`src/rtl/sc_sequencer_if.sv`:
```
// Instruction-memory fetch port of the Simple Computer sequencer.
// The master side issues req/addr and the slave (memory) returns ack/data.
interface sc_sequencer_if #(
   parameter int ADDR_W = 16
);
   logic              imem_req;
   logic [ADDR_W-1:0] imem_addr;
   logic              imem_ack;
   logic [15:0]       imem_data;

   modport master (
      output imem_req,
      output imem_addr,
      input  imem_ack,
      input  imem_data
   );

   modport slave (
      input  imem_req,
      input  imem_addr,
      output imem_ack,
      output imem_data
   );
endinterface

```
`src/rtl/sc_sequencer.sv`:
```
// Fetch/execute sequencer: owns PC and IR, fetches over a req/ack port, strobes execute.
// Optional HALT on 16'hFFFF is enabled by defining the SC_HALT_EN macro.
module sc_sequencer #(
   parameter int               ADDR_W   = 16,
   parameter logic [ADDR_W-1:0] RESET_PC = '0
) (
   input  logic                clk,
   input  logic                rst,
   sc_sequencer_if.master      imem,
   output logic [15:0]         o_ir,
   input  logic                i_pl,
   input  logic                i_jb,
   input  logic                i_bc,
   input  logic                i_n,
   input  logic                i_z,
   input  logic [ADDR_W-1:0]   i_a_bus,
   output logic                o_exec_en,
   output logic [ADDR_W-1:0]   o_pc,
   output logic                o_halted
);

   typedef enum logic [1:0] {
      S_IDLE  = 2'd0,
      S_FETCH = 2'd1,
      S_EXEC  = 2'd2,
      S_HALT  = 2'd3
   } state_t;

   state_t            r_state;
   state_t            w_state_next;
   logic [ADDR_W-1:0] r_pc;
   logic [15:0]       r_ir;
   logic              w_ir_load;
   logic              w_pc_load;
   logic              w_taken;
   logic [ADDR_W-1:0] w_offset;
   logic [ADDR_W-1:0] w_pc_next;

   always_ff @(posedge clk or posedge rst) begin
      if (rst) begin
         r_state <= S_IDLE;
         r_pc    <= RESET_PC;
         r_ir    <= 16'h0000;
      end else begin
         r_state <= w_state_next;
         if (w_ir_load) r_ir <= imem.imem_data;
         if (w_pc_load) r_pc <= w_pc_next;
      end
   end

   always_comb begin
      w_state_next = r_state;
      w_ir_load    = 1'b0;
      w_pc_load    = 1'b0;
      case (r_state)
         S_IDLE:  w_state_next = S_FETCH;
         S_FETCH: begin
            if (imem.imem_ack) begin
               w_ir_load    = 1'b1;
               w_state_next = S_EXEC;
            end
         end
         S_EXEC: begin
`ifdef SC_HALT_EN
            if (r_ir == 16'hFFFF) begin
               w_state_next = S_HALT;
            end else begin
               w_pc_load    = 1'b1;
               w_state_next = S_FETCH;
            end
`else
            w_pc_load    = 1'b1;
            w_state_next = S_FETCH;
`endif
         end
`ifdef SC_HALT_EN
         S_HALT:  w_state_next = S_HALT;
`endif
         default: w_state_next = S_IDLE;
      endcase
   end

   // Branch displacement is split across ir[8:6] and ir[2:0], relative to the branch itself.
   always_comb begin
      w_taken  = i_bc ? i_n : i_z;
      w_offset = {{(ADDR_W-6){r_ir[8]}}, r_ir[8:6], r_ir[2:0]};
      if (i_pl && i_jb)
         w_pc_next = i_a_bus;
      else if (i_pl && w_taken)
         w_pc_next = r_pc + w_offset;
      else
         w_pc_next = r_pc + ADDR_W'(1);
   end

   assign imem.imem_req  = (r_state == S_FETCH);
   assign imem.imem_addr = r_pc;
   assign o_ir           = r_ir;
   assign o_pc           = r_pc;
   assign o_exec_en      = (r_state == S_EXEC);

`ifdef SC_HALT_EN
   assign o_halted = (r_state == S_HALT);
`else
   assign o_halted = 1'b0;
`endif

endmodule

```
`src/flat_wrapper.sv`:
```
// flat-port wrapper written by rule: the top's interface ports become plain ports
module sc_sequencer_flat 
#(
   parameter int               ADDR_W   = 16,
   parameter logic [ADDR_W-1:0] RESET_PC = '0
)
  (clk, rst, o_ir, i_pl, i_jb, i_bc, i_n, i_z, i_a_bus, o_exec_en, o_pc, o_halted, imem_imem_req, imem_imem_addr, imem_imem_ack, imem_imem_data);
  sc_sequencer_if #(.ADDR_W(ADDR_W)) imem_i ();
  input  logic clk;
  input  logic rst;
  output logic [15:0] o_ir;
  input  logic i_pl;
  input  logic i_jb;
  input  logic i_bc;
  input  logic i_n;
  input  logic i_z;
  input  logic [ADDR_W-1:0] i_a_bus;
  output logic o_exec_en;
  output logic [ADDR_W-1:0] o_pc;
  output logic o_halted;
  output wire logic [$bits(imem_i.imem_req)-1:0] imem_imem_req;
  output wire logic [$bits(imem_i.imem_addr)-1:0] imem_imem_addr;
  input wire logic [$bits(imem_i.imem_ack)-1:0] imem_imem_ack;
  input wire logic [$bits(imem_i.imem_data)-1:0] imem_imem_data;
  assign imem_imem_req = imem_i.imem_req;
  assign imem_imem_addr = imem_i.imem_addr;
  assign imem_i.imem_ack = imem_imem_ack;
  assign imem_i.imem_data = imem_imem_data;
  sc_sequencer #(.ADDR_W(ADDR_W), .RESET_PC(RESET_PC)) u_core (.clk(clk), .rst(rst), .imem(imem_i), .o_ir(o_ir), .i_pl(i_pl), .i_jb(i_jb), .i_bc(i_bc), .i_n(i_n), .i_z(i_z), .i_a_bus(i_a_bus), .o_exec_en(o_exec_en), .o_pc(o_pc), .o_halted(o_halted));
endmodule
```
`config.mk`:
```
export PLATFORM = sky130hd
export DESIGN_NAME = sc_sequencer_flat
export DESIGN_NICKNAME = d
export VERILOG_FILES = /design/src/rtl/sc_sequencer_if.sv /design/src/rtl/sc_sequencer.sv /design/src/flat_wrapper.sv
export SDC_FILE = /design/constraint.sdc
export NUM_CORES = 1
export LEC_CHECK = 0
export ABC_AREA = 1
export CAP_MARGIN = 20
export CORE_MARGIN = 3
export CORE_UTILIZATION = 45
export DETAILED_ROUTE_END_ITERATION = 16
export GPL_TIMING_DRIVEN = 0
export PLACE_DENSITY = 0.81
export SYNTH_ARGS = -nofsm -noshare
export SYNTH_HDL_FRONTEND = slang
export SYNTH_SLANG_ARGS = --single-unit
```
`constraint.sdc`:
```
create_clock -name clk -period 3.1 [get_ports clk]
set_clock_uncertainty 0.1 [all_clocks]
set_input_delay 0.465 -clock clk [delete_from_list [all_inputs] [get_ports clk]]
set_output_delay 0.465 -clock clk [all_outputs]
set_load 0.005 [all_outputs]
```
==> impl_metrics.toml <==
[timing]
rsz0062_at_grt = "false"
hold_ws_ns = 0.3798
tightest_slew_ns = 0.6045
hold_viol = 0
setup-violations-final = 0
final.min_clock_period_ns = 2.927
fmax_mhz = 341.7
tns_ns = 0
drv_slew = 0
min_period_over_period_pct = 94.41
slew_headroom_pct = 59.66

[detailed_routing]
vias = 2678
drtAntennaViolNets = 0
drc = 0
wl_per_cell_um = 13.91
first_pass_iters = 7
drt_iter0_markers = 181
drt-vias-per-instance = 5.130
drt_wl_total_um = 7260

[worst_setup_path]
cp_cell_sequence = "clkdlybuf4s50_1 > nand2_2 > nand2_8 > nand2_2 > or2_4 > ha_4 > fa_2 > nand3_1 > nand3_1 > nand2_1 > nand2_1 > nand2_2 > nand2_2 > nand3_2 > nand2_2 > nand2_2 > nand2_1 > nand2_1 > nand3_1 > nand2_1 > nand2_1"
crit_path_max_incr_delay_ns = 0.47
start_kind = "input port"
worstPathRequired_ns = 3.19
crit_slowest_cell = "clkdlybuf4s50_1"
cp_data_arrival_time_ns = 3.02
path_delay_family = "simple AND/OR/NAND/NOR gates"
critPathCaptureType = "flop"
crit_type = "in -> reg"
cp_max_fo = 5
critPathBufInv = 1

[synth]
synth_top_cell_by_area = "dfrtp_1"
synthArstFlopShare_pct = 100.0
yosys-top-cells-area = "dfrtp_1, nand2_1, nor2_1, buf_4, nand3_1"
yosys.area.top_type_share_pct = 34.40
synthCells = 353
yosysUniqueCellTypes = 34
postSynthAreaPerCell_um2 = 7.007
syn_area_um2 = 2474
synth-edff-count = 0
ys_ff_latch = 34
ys_warn_count = 0
synth_fp_nets = 399
seq_area_frac_synth_pct = 34.40
synthFlopType = "dfrtp_1"

[floorplanning]
coreArea_um2 = 5205
ioPinCount = 91
initial_core_util_pct = 47.52
rows = 26
die_h_um = 80.14
die-width_um = 80.14
dieArea_um2 = 6422

[power]
p_per_area_nw_per_um2 = 781.4
total_power_w = 0.002845
leakagePower_nw = 1.775
ir_drop_mv = 0.4372

[global_routing]
grt_pass1_wl_um = 11750
overflow = 0
grt_pass1_vias = 2637
grt_usage_pct = 23.01
antenna_found_initial = 0
grt_max_degree = 23

[clocking]
clock_path_buffers = 2
clock_sinks = 34
path_clk_slew_ns = 0.08
cts_tree = "done"
cts-htree-levels = 2
postCtsHoldBufs = 0
insertion_delay_ns = 0.29
cts-buffers-inserted = 5
ctsRootBufferMaster = "clkbuf_8"

[final_layout]
diodes = 0
layout-drive-gt1-share_pct = 13.72
fillers = 447
design_area_um2 = 3641
nets = 497
syn_to_final_growth_pct = 47.19
utilization_pct = 69.95

[hold_path]
hold_class = "reg -> reg"

[place]
post_dp_cell_area_um2 = 3480
io_buffers = 89
gp_congestion = 0.9297
dp_hpwl_um = 5362

[flow_run]
cap_violations = 0

[run_status]
status = "completed"
## worst paths after layout
path                                    from                        end  slack [ns]  cells after the start
max                                      i_z  u_core.imem.imem_addr[12]        0.17                     21
min                        u_core.r_state[0]          u_core.r_state[0]        0.38                      1
max reg2reg                   u_core.o_ir[0]  u_core.imem.imem_addr[12]        0.67                     17
min reg2reg                u_core.r_state[0]          u_core.r_state[0]        0.38                      1
max in group asynchronous                rst   u_core.imem.imem_addr[2]        1.94                      3
min in group asynchronous                rst             u_core.o_ir[4]        0.43                      2
## worst reg2reg max path, stage by stage, from the launching register on
cell and delay [ns]:
dfrtp_1 0.40, or2_4 0.26, ha_4 0.17, fa_2 0.36
nand3_1 0.09, nand3_1 0.09, nand2_1 0.11, nand2_1 0.07
nand2_2 0.07, nand2_2 0.07, nand3_2 0.08, nand2_2 0.07
nand2_2 0.07, nand2_1 0.05, nand2_1 0.07, nand3_1 0.08
nand2_1 0.07, nand2_1 0.04
## registers in the layout (all words and copies together) (netlist names)
register and count:
u_core.imem.imem_addr 16, u_core.o_ir 16, u_core.r_state 2
## routing by layer
metal	up-vias	wire (µm)	global-route usage [%]
met2	139	3472	39.40
met3	14	760	7.063
met1	1222	2926	27.71
li1	1303	-	-
met5	-	0	0
met4	0	101	6.588
## per-stage QoR
| stage | setup WS (ns) | cells |
|---|---|---|
| finish | 0.1734 | 522 |
| global route | 0.01002 | 522 |
| CTS | 0.01863 | 521 |
| detailed placement | -0.5173 | 513 |
| global placement | -0.4700 | 512 |
| floorplan | 0.2998 | 353 |
## Yosys cell counts, types with 4 or more instances
cell	instances
a21oi_1	9
a41oi_1	6
buf_4	18
clkbuf_1	5
dfrtp_1	34
ha_1	5
inv_1	31
nand2_1	114
nand2_2	10
nand2_4	4
nand3_1	24
nand4_1	10
nor2_1	37
o21ai_0	16
xor2_1	4
## logic make-up after synthesis
family,count (synthesis),share of synthesized area [%]
fa+ha+maj,6,3.338
flops,34,34.40
xor+xnor,6,2.124
compound gates,38,9.054
buf+inv,63,14.11
simple gates,205,36.82
other cells,1,0.1516
## cell usage in the layout (no fill, tap or decap), drive strengths merged
master,synthesis,routed
nand2,128,128
clkdlybuf4s50,0,87
nor2,38,38
dfrtp,34,34
inv,34,34
nand3,26,26
buf,21,23
o21ai,18,18
clkbuf,7,12
nand4,10,10
a21oi,9,9
a41oi,6,6
ha,5,5
xor2,4,4
xnor2,2,2
o22ai,2,2
clkinvlp,0,2
or2,2,2
dlygate4sd1,1,1
o211ai,1,1
o21bai,1,1
nand3b,1,1
o41ai,1,1
fa,1,1
conb,1,1
bufinv,0,1
dlymetal6s2s,0,1
dlygate4sd2,0,1
## layout make-up
type                    count  area [µm²]  area share [%]
plain buffers              28       214.0           5.876
clock buffers               5       68.82           1.890
clock inverters             3       45.04           1.237
inverters                  34       127.6           3.505
multi-input cells         256        1313           36.05
flip-flops and latches     34       850.8           23.37
well taps                  70       87.58           2.405
repair buffers             92       934.6           25.67
## repair_timing
action	in CTS	in global routing
setup buffers	1	1
pin swaps	1	3
setup endpoints to repair	5	5
resized for setup	5	8
## report_power, final
group / switching [W] / leakage (nW) / internal, W
combinational: 0.000712 / 1.31 / 0.000910
clock: 0.000181 / 0.0504 / 0.000239
sequential: 0.000200 / 0.419 / 0.000603
No activity file was read; power rests on OpenSTA's default activity.
==> edit (same flow settings) <==
`ADDR_W` is set to 16 in 3 places; all go to 14.
--- a/src/rtl/sc_sequencer_if.sv
+++ b/src/rtl/sc_sequencer_if.sv
@@ -1,7 +1,7 @@
 // Instruction-memory fetch port of the Simple Computer sequencer.
 // The master side issues req/addr and the slave (memory) returns ack/data.
 interface sc_sequencer_if #(
-   parameter int ADDR_W = 16
+   parameter int ADDR_W = 14
 );
    logic              imem_req;
    logic [ADDR_W-1:0] imem_addr;
--- a/src/rtl/sc_sequencer.sv
+++ b/src/rtl/sc_sequencer.sv
@@ -1,7 +1,7 @@
 // Fetch/execute sequencer: owns PC and IR, fetches over a req/ack port, strobes execute.
 // Optional HALT on 16'hFFFF is enabled by defining the SC_HALT_EN macro.
 module sc_sequencer #(
-   parameter int               ADDR_W   = 16,
+   parameter int               ADDR_W   = 14,
    parameter logic [ADDR_W-1:0] RESET_PC = '0
 ) (
    input  logic                clk,
--- a/src/flat_wrapper.sv
+++ b/src/flat_wrapper.sv
@@ -1,7 +1,7 @@
 // flat-port wrapper written by rule: the top's interface ports become plain ports
 module sc_sequencer_flat 
 #(
-   parameter int               ADDR_W   = 16,
+   parameter int               ADDR_W   = 14,
    parameter logic [ADDR_W-1:0] RESET_PC = '0
 )
   (clk, rst, o_ir, i_pl, i_jb, i_bc, i_n, i_z, i_a_bus, o_exec_en, o_pc, o_halted, imem_imem_req, imem_imem_addr, imem_imem_ack, imem_imem_data);
Ports: changed (resized i_a_bus, imem_imem_addr and o_pc); port bits go from 91 to 85. No check against the original RTL was run, so the function may have changed too.
==> edit against the unedited design <==
- worst setup slack better by 0.022 ns
- power decreased by 9.2%
- routed wire length down 19%
- final area decreased by 11%
- sequential cell count decreased by 2
- clock power is 6.4% higher
- synthesized area decreased by 13%
==> edit: results (changes against the unedited design) <==
Routing
  • Vias: 2258 (-16%)
  • M1 WL: 2410 um (-18%)
  • Met3 WL: 522 um (-31%)
  • Total Wirelength: 5850 um (-19%)
  • DRT iter0 DRCs: 172 (-5.0%)

Cells and area
  • FILL cells: 369 (-17%)
  • Share of cells above drive strength 1: 0.140 (+0.00243)
  • Non-Filler Instances: 446 (-15%)

Critical path
  • Worst path arrival time: 2.99 ns (-0.03 ns)
  • R2R Path Start: u_core.o_ir[0]$_DFFE_PP0P_

STA
  • Final hold slack: 0.361 ns (-0.0184 ns)
  • Least-Margin Pin Slew: 0.707 ns (+0.103 ns)

Synth
  • Top cells by count, synth: nand2_1, dfrtp_1, nor2_1, inv_1
  • Synth Area in Compound Gates: 0.0880 (-0.00249)
  • Synth cell types: 32 (-5.9%)
  • Xor/xnor share of the synthesized area: 0.0245 (+0.00325)
  • Top post-synthesis cells by area: dfrtp_1, nand2_1, buf_4
  • Post-Synth Adder-Cell Area: 0.0385 (+0.00510)
  • Cells after Synth: 301 (-15%)
  • Post-synth net total: 345 (-14%)
  • Seq/Total Area, Yosys: 0.373 (+0.0292)

Global routing
  • Number of global-route vias before repair: 2127 (-19%)
  • Met1 Use GR: 0.273 (-0.00374)
  • Tot GR Track Use: 0.217 (-0.0127)
  • GR Util met2: 0.359 (-0.0352)
  • First-pass GRT wire length: 9450 um (-20%)
  • Met3 usage: 0.0681 (-0.00254)

Placed design
  • IO Port Bufs: 83 (-6.7%)
  • Final Wtd Congestion: 0.837 (-10%)
  • Pre-CTS WS: -0.385 ns (+0.133 ns)
  • Dpl cell area: 3070 sq um (-12%)
  • Detailed placer's ending HPWL: 4290 um (-20%)

Status
  • Status: complete, no violations

Clock network
  • Clk buf depth: 2 (unchanged)
  • Clock tree sinks: 32 (-5.9%)
  • Clk slew on worst S/H paths: roughly 0.070 ns

Power
  • Leak pwr: 0.00161 uW (-9.0%)
  • VDD IR-drop max: 0.000411 V (-6.1%)

Worst hold path
  • Hold_sp: u_core.r_state[0]$_DFFE_PP0P_
-- edit: changes by cell type in the layout (fill, tap and decap cells not counted), sizes merged, moves of 5 or more --
cell and delta:
nor2 -7, nand2 -19, clkdlybuf4s50 -5, a41oi -5, inv -5, nand3 -10
-- edit: cells by family after synthesis --
kind of cell | after synthesis
simple gates | 168
other cells | 1
buf+inv | 54
compound gates | 34
fa+ha+maj | 6
xor+xnor | 6
flops | 32
-- edit: timing repair --
action	in CTS	in global routing
buffers inserted	1	0
gates resized for setup	3	8
endpoints found under the setup margin	3	3
pin swaps	1	1
-- edit: final cells by class --
type	instances	area [sq um]	area share
multi-input combinational	215	1100	0.339
timing repair buffer	85	865	0.267
sequential	32	801	0.248
buffer	24	166	0.0515
inverter	30	113	0.0348
clock buffer	7	96.3	0.0298
tap	52	65.1	0.0201
clock inverter	1	30.0	0.00929
-- edit: worst max path at each step --
stage                     start                                     to  slack, ns  cells past startpoint
after floorplan            i_bc  u_core.imem.imem_addr[12]$_DFFE_PP0P_       0.39                     21
after detailed placement   i_pl  u_core.imem.imem_addr[12]$_DFFE_PP0P_      -0.38                     20
final                      i_bc  u_core.imem.imem_addr[12]$_DFFE_PP0P_       0.20                     21
after CTS                  i_bc  u_core.imem.imem_addr[12]$_DFFE_PP0P_       0.09                     21
after global routing       i_bc  u_core.imem.imem_addr[10]$_DFFE_PP0P_      -0.01                     22
after global placement     i_pl  u_core.imem.imem_addr[12]$_DFFE_PP0P_      -0.33                     20
-- edit: power breakdown --
part           leakage [uW]  internal (uW)  switching, uW
Combinational       0.00116            804            582
Sequential         0.000390            566            183
Clock             0.0000645            284            165
Total               0.00161           1650            931
